<file path="src/rtl/wb_slave_mux.sv">
// N-way Wishbone classic slave mux: registered request/ack FSM with a default word for unmapped accesses.
// Optional ack watchdog and timeout counter are built when WB_MUX_TIMEOUT_EN is defined.
module wb_slave_mux #(
    parameter int          N_SLAVES     = 4,
    parameter int          SEL_LSB      = 14,
    parameter int          SEL_W        = 3,
    parameter int          TIMEOUT      = 255,
    parameter logic [31:0] DEFAULT_DATA = 32'hDEADBEEF
) (
    input  logic                     wb_clk_i,
    input  logic                     wb_rst_n_i,
    input  logic                     wbs_cyc_i,
    input  logic                     wbs_stb_i,
    input  logic                     wbs_we_i,
    input  logic [3:0]               wbs_sel_i,
    input  logic [31:0]              wbs_adr_i,
    input  logic [31:0]              wbs_dat_i,
    output logic                     wbs_ack_o,
    output logic [31:0]              wbs_dat_o,
    output logic [N_SLAVES-1:0]      s_cyc_o,
    output logic [N_SLAVES-1:0]      s_stb_o,
    input  logic [N_SLAVES-1:0]      s_ack_i,
    input  logic [32*N_SLAVES-1:0]   s_dat_i,
    output logic [7:0]               timeout_cnt_o
);
    typedef enum logic [1:0] {IDLE, BUSY, RESP} state_t;

    state_t              state_q, state_d;
    logic [SEL_W-1:0]    idx_q, idx_d, adr_idx;
    logic                ack_q, ack_d;
    logic [31:0]         dat_q, dat_d;
    logic [N_SLAVES-1:0] stb_q, stb_d;
    logic [N_SLAVES-1:0] sel_mask, adr_mask;
    logic [31:0]         sel_dat;
    logic                sel_ack;
    logic                timeout_hit;
    logic                to_evt;

    assign adr_idx = wbs_adr_i[SEL_LSB +: SEL_W];

    // One-hot decodes built by comparison so no index is wider than its target.
    always_comb begin
        sel_mask = '0;
        adr_mask = '0;
        sel_dat  = '0;
        for (int k = 0; k < N_SLAVES; k++) begin
            sel_mask[k] = (idx_q == SEL_W'(k));
            adr_mask[k] = (adr_idx == SEL_W'(k));
            if (sel_mask[k]) sel_dat = s_dat_i[32*k +: 32];
        end
    end

    assign sel_ack = |(s_ack_i & sel_mask);

    always_comb begin
        state_d = state_q;
        idx_d   = idx_q;
        ack_d   = 1'b0;
        dat_d   = dat_q;
        stb_d   = stb_q;
        to_evt  = 1'b0;
        case (state_q)
            IDLE: begin
                if (wbs_cyc_i && wbs_stb_i) begin
                    idx_d = adr_idx;
                    if (|adr_mask) begin
                        state_d = BUSY;
                        stb_d   = adr_mask;
                    end else begin
                        state_d = RESP;
                        ack_d   = 1'b1;
                        dat_d   = DEFAULT_DATA;
                    end
                end
            end
            BUSY: begin
                // Priority: master abort, then slave ack, then watchdog.
                if (!wbs_cyc_i) begin
                    state_d = IDLE;
                    stb_d   = '0;
                end else if (sel_ack) begin
                    state_d = RESP;
                    stb_d   = '0;
                    ack_d   = 1'b1;
                    dat_d   = sel_dat;
                end else if (timeout_hit) begin
                    state_d = RESP;
                    stb_d   = '0;
                    ack_d   = 1'b1;
                    dat_d   = DEFAULT_DATA;
                    to_evt  = 1'b1;
                end
            end
            RESP:    state_d = IDLE;
            default: state_d = IDLE;
        endcase
    end

    always_ff @(posedge wb_clk_i) begin
        if (!wb_rst_n_i) begin
            state_q <= IDLE;
            idx_q   <= '0;
            ack_q   <= 1'b0;
            dat_q   <= '0;
            stb_q   <= '0;
        end else begin
            state_q <= state_d;
            idx_q   <= idx_d;
            ack_q   <= ack_d;
            dat_q   <= dat_d;
            stb_q   <= stb_d;
        end
    end

    assign wbs_ack_o = ack_q;
    assign wbs_dat_o = dat_q;
    assign s_cyc_o   = stb_q;
    assign s_stb_o   = stb_q;

`ifdef WB_MUX_TIMEOUT_EN
    logic [7:0] wait_q, tcnt_q;
    logic       unused;

    // wait_q counts completed BUSY cycles; the TIMEOUT-th one ends the transfer.
    assign timeout_hit = (wait_q == 8'(TIMEOUT - 1));

    always_ff @(posedge wb_clk_i) begin
        if (!wb_rst_n_i) begin
            wait_q <= '0;
            tcnt_q <= '0;
        end else begin
            wait_q <= (state_q == BUSY) ? wait_q + 8'd1 : 8'd0;
            if (to_evt && tcnt_q != 8'hFF) tcnt_q <= tcnt_q + 8'd1;
        end
    end

    assign timeout_cnt_o = tcnt_q;
    assign unused        = ^{wbs_we_i, wbs_sel_i, wbs_adr_i, wbs_dat_i};
`else
    logic unused;

    assign timeout_hit   = 1'b0;
    assign timeout_cnt_o = 8'd0;
    assign unused        = ^{wbs_we_i, wbs_sel_i, wbs_adr_i, wbs_dat_i, to_evt, 8'(TIMEOUT)};
`endif

endmodule

</file>
<file path="config.mk">
export PLATFORM = sky130hd
export DESIGN_NAME = wb_slave_mux
export DESIGN_NICKNAME = d
export VERILOG_FILES = /design/src/rtl/wb_slave_mux.sv
export SDC_FILE = /design/constraint.sdc
export NUM_CORES = 1
export LEC_CHECK = 0
export ABC_AREA = 1
export BUFFER_PORTS_ARGS = -buffer_cell sky130_fd_sc_hd__buf_2
export CORE_ASPECT_RATIO = 1.4
export CORE_MARGIN = 2
export CORE_UTILIZATION = 30
export CTS_CLUSTER_SIZE = 28
export DETAILED_ROUTE_END_ITERATION = 8
export PLACE_DENSITY = 0.67
export SYNTH_ARGS = -nofsm -noshare
export SYNTH_HDL_FRONTEND = slang
export SYNTH_SLANG_ARGS = --single-unit
export TNS_END_PERCENT = 100
</file>
<file path="constraint.sdc">
create_clock -name wb_clk_i -period 2 [get_ports wb_clk_i]
set_input_delay 0.1 -clock wb_clk_i [delete_from_list [all_inputs] [get_ports wb_clk_i]]
set_output_delay 0.1 -clock wb_clk_i [all_outputs]
set_load 0.02 [all_outputs]
</file>
**Word-level counts from Yosys, hierarchy flattened**

Index checks and enable logic that the tools add are counted.

- Register bits: 42
- Input bits: 205
- Output and inout bits: 49
- Logic and storage cells: 54

- Equal/unequal tests: 13
- Mux-type cells: 24
- Bitwise logic cells: 1
- Reductions and logical operators: 11

Operators with widths:

| operator | count |
|---|---|
| 32-bit two-way mux | 8 |
| 32-bit one-hot mux with 2 select lines | 1 |
| 4-bit two-way mux | 4 |
| 3-bit by 2-bit equality test with 1-bit output, second input constant | 4 |
| 2-bit inequality test, second input constant | 5 |
| 2-bit two-way mux | 4 |
| 4-bit one-hot mux with 2 select lines | 1 |
| 4-bit OR reduction | 2 |
| 3-bit by 1-bit equality test with 1-bit output, second input constant | 2 |
| 3-bit logical NOT | 2 |
| 5-bit AND reduction | 1 |
| 4-bit AND | 1 |
| 1-bit two-way mux | 4 |
| 2-bit one-hot mux with 2 select lines | 1 |
| 2-bit AND reduction | 2 |
| 4-bit AND reduction | 1 |
| 3-bit inequality test, second input constant | 1 |
| 2-bit by 1-bit equality test with 1-bit output, second input constant | 1 |
| 2-bit logical NOT | 1 |
| 1-bit one-hot mux with 2 select lines | 1 |
| 2-bit nonzero test | 1 |
| 1-bit logical AND | 1 |

**Depth between registers and ports, before layout**

- Depth after elaboration: 8
- Depth in mapped cells: 10
- Mapped depth without buffers: 9

**Least setup slack after synthesis**

OpenSTA, ideal clock, no wires.

- Kind: reg2reg
- Start point: reg state_q[1]
- End point: reg dat_q[11], in the netlist wbs_dat_o[11]
- Library setup time: 0.142 ns
- Arrival: 1.223 ns
- Data required time: 1.858 ns
- Setup slack: 0.635 ns
- Cell stages (with the launch flop): 6
- Path buffers: 1
- Period minus slack after synthesis: 1.365 ns
- Cell sequence: dfxtp_1 nor3_2 nand2_2 clkbuf_1 nand3_1 a21oi_2

- Longest elaborated chain between the ends: 3
- Elaborated cells on any way between the ends: 9
- Classes of those cells: eq/ne: 5; mux: 1; reduce/logical: 3

Ends and longest elaborated chain:

| element | line | source |
|---|---|---|
| start, declared | 28 | `state_t state_q, state_d;` |
| start signal, assigned | 107 | `state_q <= state_d;` |
| 2-bit by 1-bit equality test with 1-bit output or 2-bit logical NOT (tied branches) | 62 | `case (state_q)` |
| 2-bit inequality test (no line) or 2-bit nonzero test (tied branches) | n/a |  |
| 5-bit AND reduction (no line) | n/a |  |
| end signal, assigned | 110 | `dat_q <= dat_d;` |
| end, declared | 31 | `logic [31:0] dat_q, dat_d;` |

Parallel ways exist; a longest one is shown, timed or not.
A chain may end at the register's enable or synchronous reset.

**Worst setup path in the final report**

- Start point: reg idx_q[2]
- End point: reg dat_q[9], in the netlist wbs_dat_o[9]

- Longest elaborated chain between the ends: 8
- Elaborated cells on any way between the ends: 15
- Classes of those cells: eq/ne: 4; mux: 7; bitwise: 1; reduce/logical: 3

Ends and longest elaborated chain:

| element | line | source |
|---|---|---|
| start, declared | 29 | `logic [SEL_W-1:0] idx_q, idx_d, adr_idx;` |
| start signal, assigned | 108 | `idx_q <= idx_d;` |
| 3-bit logical NOT | 47 | `sel_mask[k] = (idx_q == SEL_W'(k));` |
| 32-bit two-way mux (4 in series) | 49 | `if (sel_mask[k]) sel_dat = s_dat_i[32*k +: 32];` |
| 32-bit two-way mux | 81 | `end else if (sel_ack) begin` |
| 32-bit two-way mux | 78 | `if (!wbs_cyc_i) begin` |
| 32-bit one-hot mux with 2 select lines | 62 |  |

Parallel ways exist; a longest one is shown, timed or not. The select of a mux whose other input is x is not followed.

==> impl_metrics.tcl <==
set metrics [dict create \
    outcome "completed" \
    cp-start-kind "register" \
    p_total_w 0.00267 \
    postRouteAntennaNets 0 \
    critPathSlowestCell "dfxtp_1" \
    end_kind "register" \
    peakVddDrop_mv 0.326 \
    path_class "register to register" \
    synth_cells 490 \
    cts_resized 0 \
    start_util 0.309 \
    routabilityCongestion 0.867 \
    dp_slack_ns 0.327 \
    num_io_pins 254 \
    h-tree-depth 2 \
    root_buffer "clkbuf_16" \
    drive_gt1_frac 0.384 \
    crit_chain "inv_1, nand3_1, nor2_1, nor2_2, nand2_1, nand2_4, buf_4, nand3_1, a21oi_1" \
    wl_per_cell_um 13.1 \
    setup_tns_ns 0 \
    ys_warn_count 0 \
    grt_antenna_before_repair 1 \
    post-route-util 0.425 \
    grt_first_pass_wirelength_um 16200 \
    report.final.slew_viol_count 0 \
    hold_violations 0 \
    arrival_ns 1.87 \
    num_antenna_cells 0 \
    setup_viol 0 \
    critPathRequiredTime_ns 2.21 \
    path_max_fanout 34 \
    place_hpwl_um 7750 \
    num_vias 3737 \
    worstSkewPairLatency_ns 0.28 \
    crit_path_frequent_cell "nand3_1" \
    die_w_um 89.3 \
    syn_area_per_cell_um2 6.24 \
    route.detailed.drc 0 \
    core_region_area_um2 9900 \
    synth_cell_types 25 \
    port_buffers 179 \
    fillers 1107 \
    drt-vias-per-instance 4.75 \
    synth_seq_cells 42 \
    fin_skew_ns 0.00382 \
    grt_overflow_total 0 \
    holdWs_ns 0.108 \
    clockBufferDepth 2 \
    nNetsFinal 855 \
    period_needed_ns 1.66 \
    cts_setup_buffers 0 \
    hold_path.class "primary input to register" \
    hold_buffers 0 \
    cts.sinks 42 \
    fin_crit_sh 0.831 \
    std_cell_rows 43 \
    synthesis.area_um2 3060 \
    drtPass1Iterations 4 \
    drt_iter0_drc 111 \
    grt_max_degree 41 \
    wirelength_um 10300 \
    cts_tree "yes" \
    grt_pass1_vias 3551 \
    maxCapViolCount 0 \
    layout_setup_ws_ns 0.339 \
    fp.dieArea_um2 11000 \
    die_y_um 123 \
    clkTransAtPathRegs_ns 0.06 \
    p_per_area_nw_per_um2 635 \
    yosysSeqAreaShare 0.275 \
    grt_setup_unrepaired "no" \
    slowest_delay_ns 0.41 \
    leakage_nw 2.25 \
    grtUsageTotal 0.186 \
    fmax_mhz 602 \
    cts_made_buffers 5 \
    areaGrowthSynthToFinish_pct 37.4 \
]
-- placed cells by master (no fill, tap or decap) --
cell and count:
clkbuf_8 1, buf_12 2, nand4_1 29, clkinv_1 1
bufinv_16 2, nor4_1 1, inv_2 1, nand2_1 106
inv_1 66, o211a_1 1, nor3_2 1, nand3_1 71
buf_4 10, nor2_1 24, nand2_4 2, a21oi_1 18
nor2_2 2, conb_1 8, dfxtp_1 42, a21oi_2 20
buf_2 179, o21ai_0 34, nand2_2 21, nor2_4 4
clkbuf_16 5
-- path summary, 6_finish.rpt --
kind              cells past startpoint           from            end  slack, ns
hold / removal                        3     wb_rst_n_i     s_cyc_o[3]       0.11
setup reg to reg                      9       idx_q[2]   wbs_dat_o[9]       0.34
setup / recovery                      9       idx_q[2]   wbs_dat_o[9]       0.34
hold reg to reg                       2  wbs_dat_o[20]  wbs_dat_o[20]       0.48
-- routing by layer --
layer | track usage | wire, um | up-vias
met1 | 0.215 | 4270 | 1668
li1 | - | - | 1881
met2 | 0.340 | 5140 | 164
met4 | 0.0616 | 217 | 2
met5 | 0 | 7 | -
met3 | 0.0307 | 700 | 22
-- kinds of logic (layout without fill, tap and decap cells) --
kind of cell	after synthesis	after routing	synth area share
AO/OA/AOI/OAI	73	73	0.146
buffers and inverters	113	267	0.169
flip-flops	42	42	0.275
other	1	8	0.00123
AND/OR/NAND/NOR	261	261	0.409
-- Yosys cell counts (all sizes together) --
library cell / count / area [um2]
a21oi: 38 / 265
inv: 67 / 251
o21ai: 34 / 170
clkbuf: 18 / 68.8
nor3: 1 / 10.0
o211a: 1 / 10.0
conb: 1 / 3.75
nand3: 71 / 355
dfxtp: 42 / 841
nand4: 29 / 181
buf: 27 / 193
nor2: 30 / 148
nor4: 1 / 6.26
clkinv: 1 / 3.75
nand2: 129 / 552
-- area by class of cell --
type,count,area [um2],share of cell area
inverters,68,255,0.0607
clock buffers,6,139,0.0330
clock inverters,2,60.1,0.0143
flip-flops and latches,42,841,0.200
multi-input cells,342,1730,0.411
repair buffers,191,1010,0.241
well taps,135,169,0.0402
-- worst max-delay path: cells and delay by family (launching register included) --
family,cells,cell delay [ns]
AOI/OAI and AO/OA,1,0.18
buffers and inverters,2,0.44
DFF,1,0.41
and+or+nand+nor,6,0.55
-- power breakdown --
group / internal [W] / leakage (nW) / switching, W
registers: 0.000881 / 0.343 / 0.0000290
clock network: 0.000750 / 0.0971 / 0.000330
logic: 0.000264 / 1.81 / 0.000414
total: 0.00189 / 2.25 / 0.000774
-- flip-flops by register name, indices dropped and copies added (netlist names) --
signal	flops
idx_q	3
s_cyc_o	4
wbs_ack_o	1
wbs_dat_o	32
state_q	2
-- through the flow --
| stage | std cells | instance area [um2] |
|---|---|---|
| after floorplan | 497 | 3090 |
| after global placement | 778 | 4000 |
| after detailed placement | 778 | 4000 |
| after CTS | 786 | 4200 |
| after global routing | 786 | 4200 |
| final | 786 | 4200 |
Power figures use the tool's default switching activity.
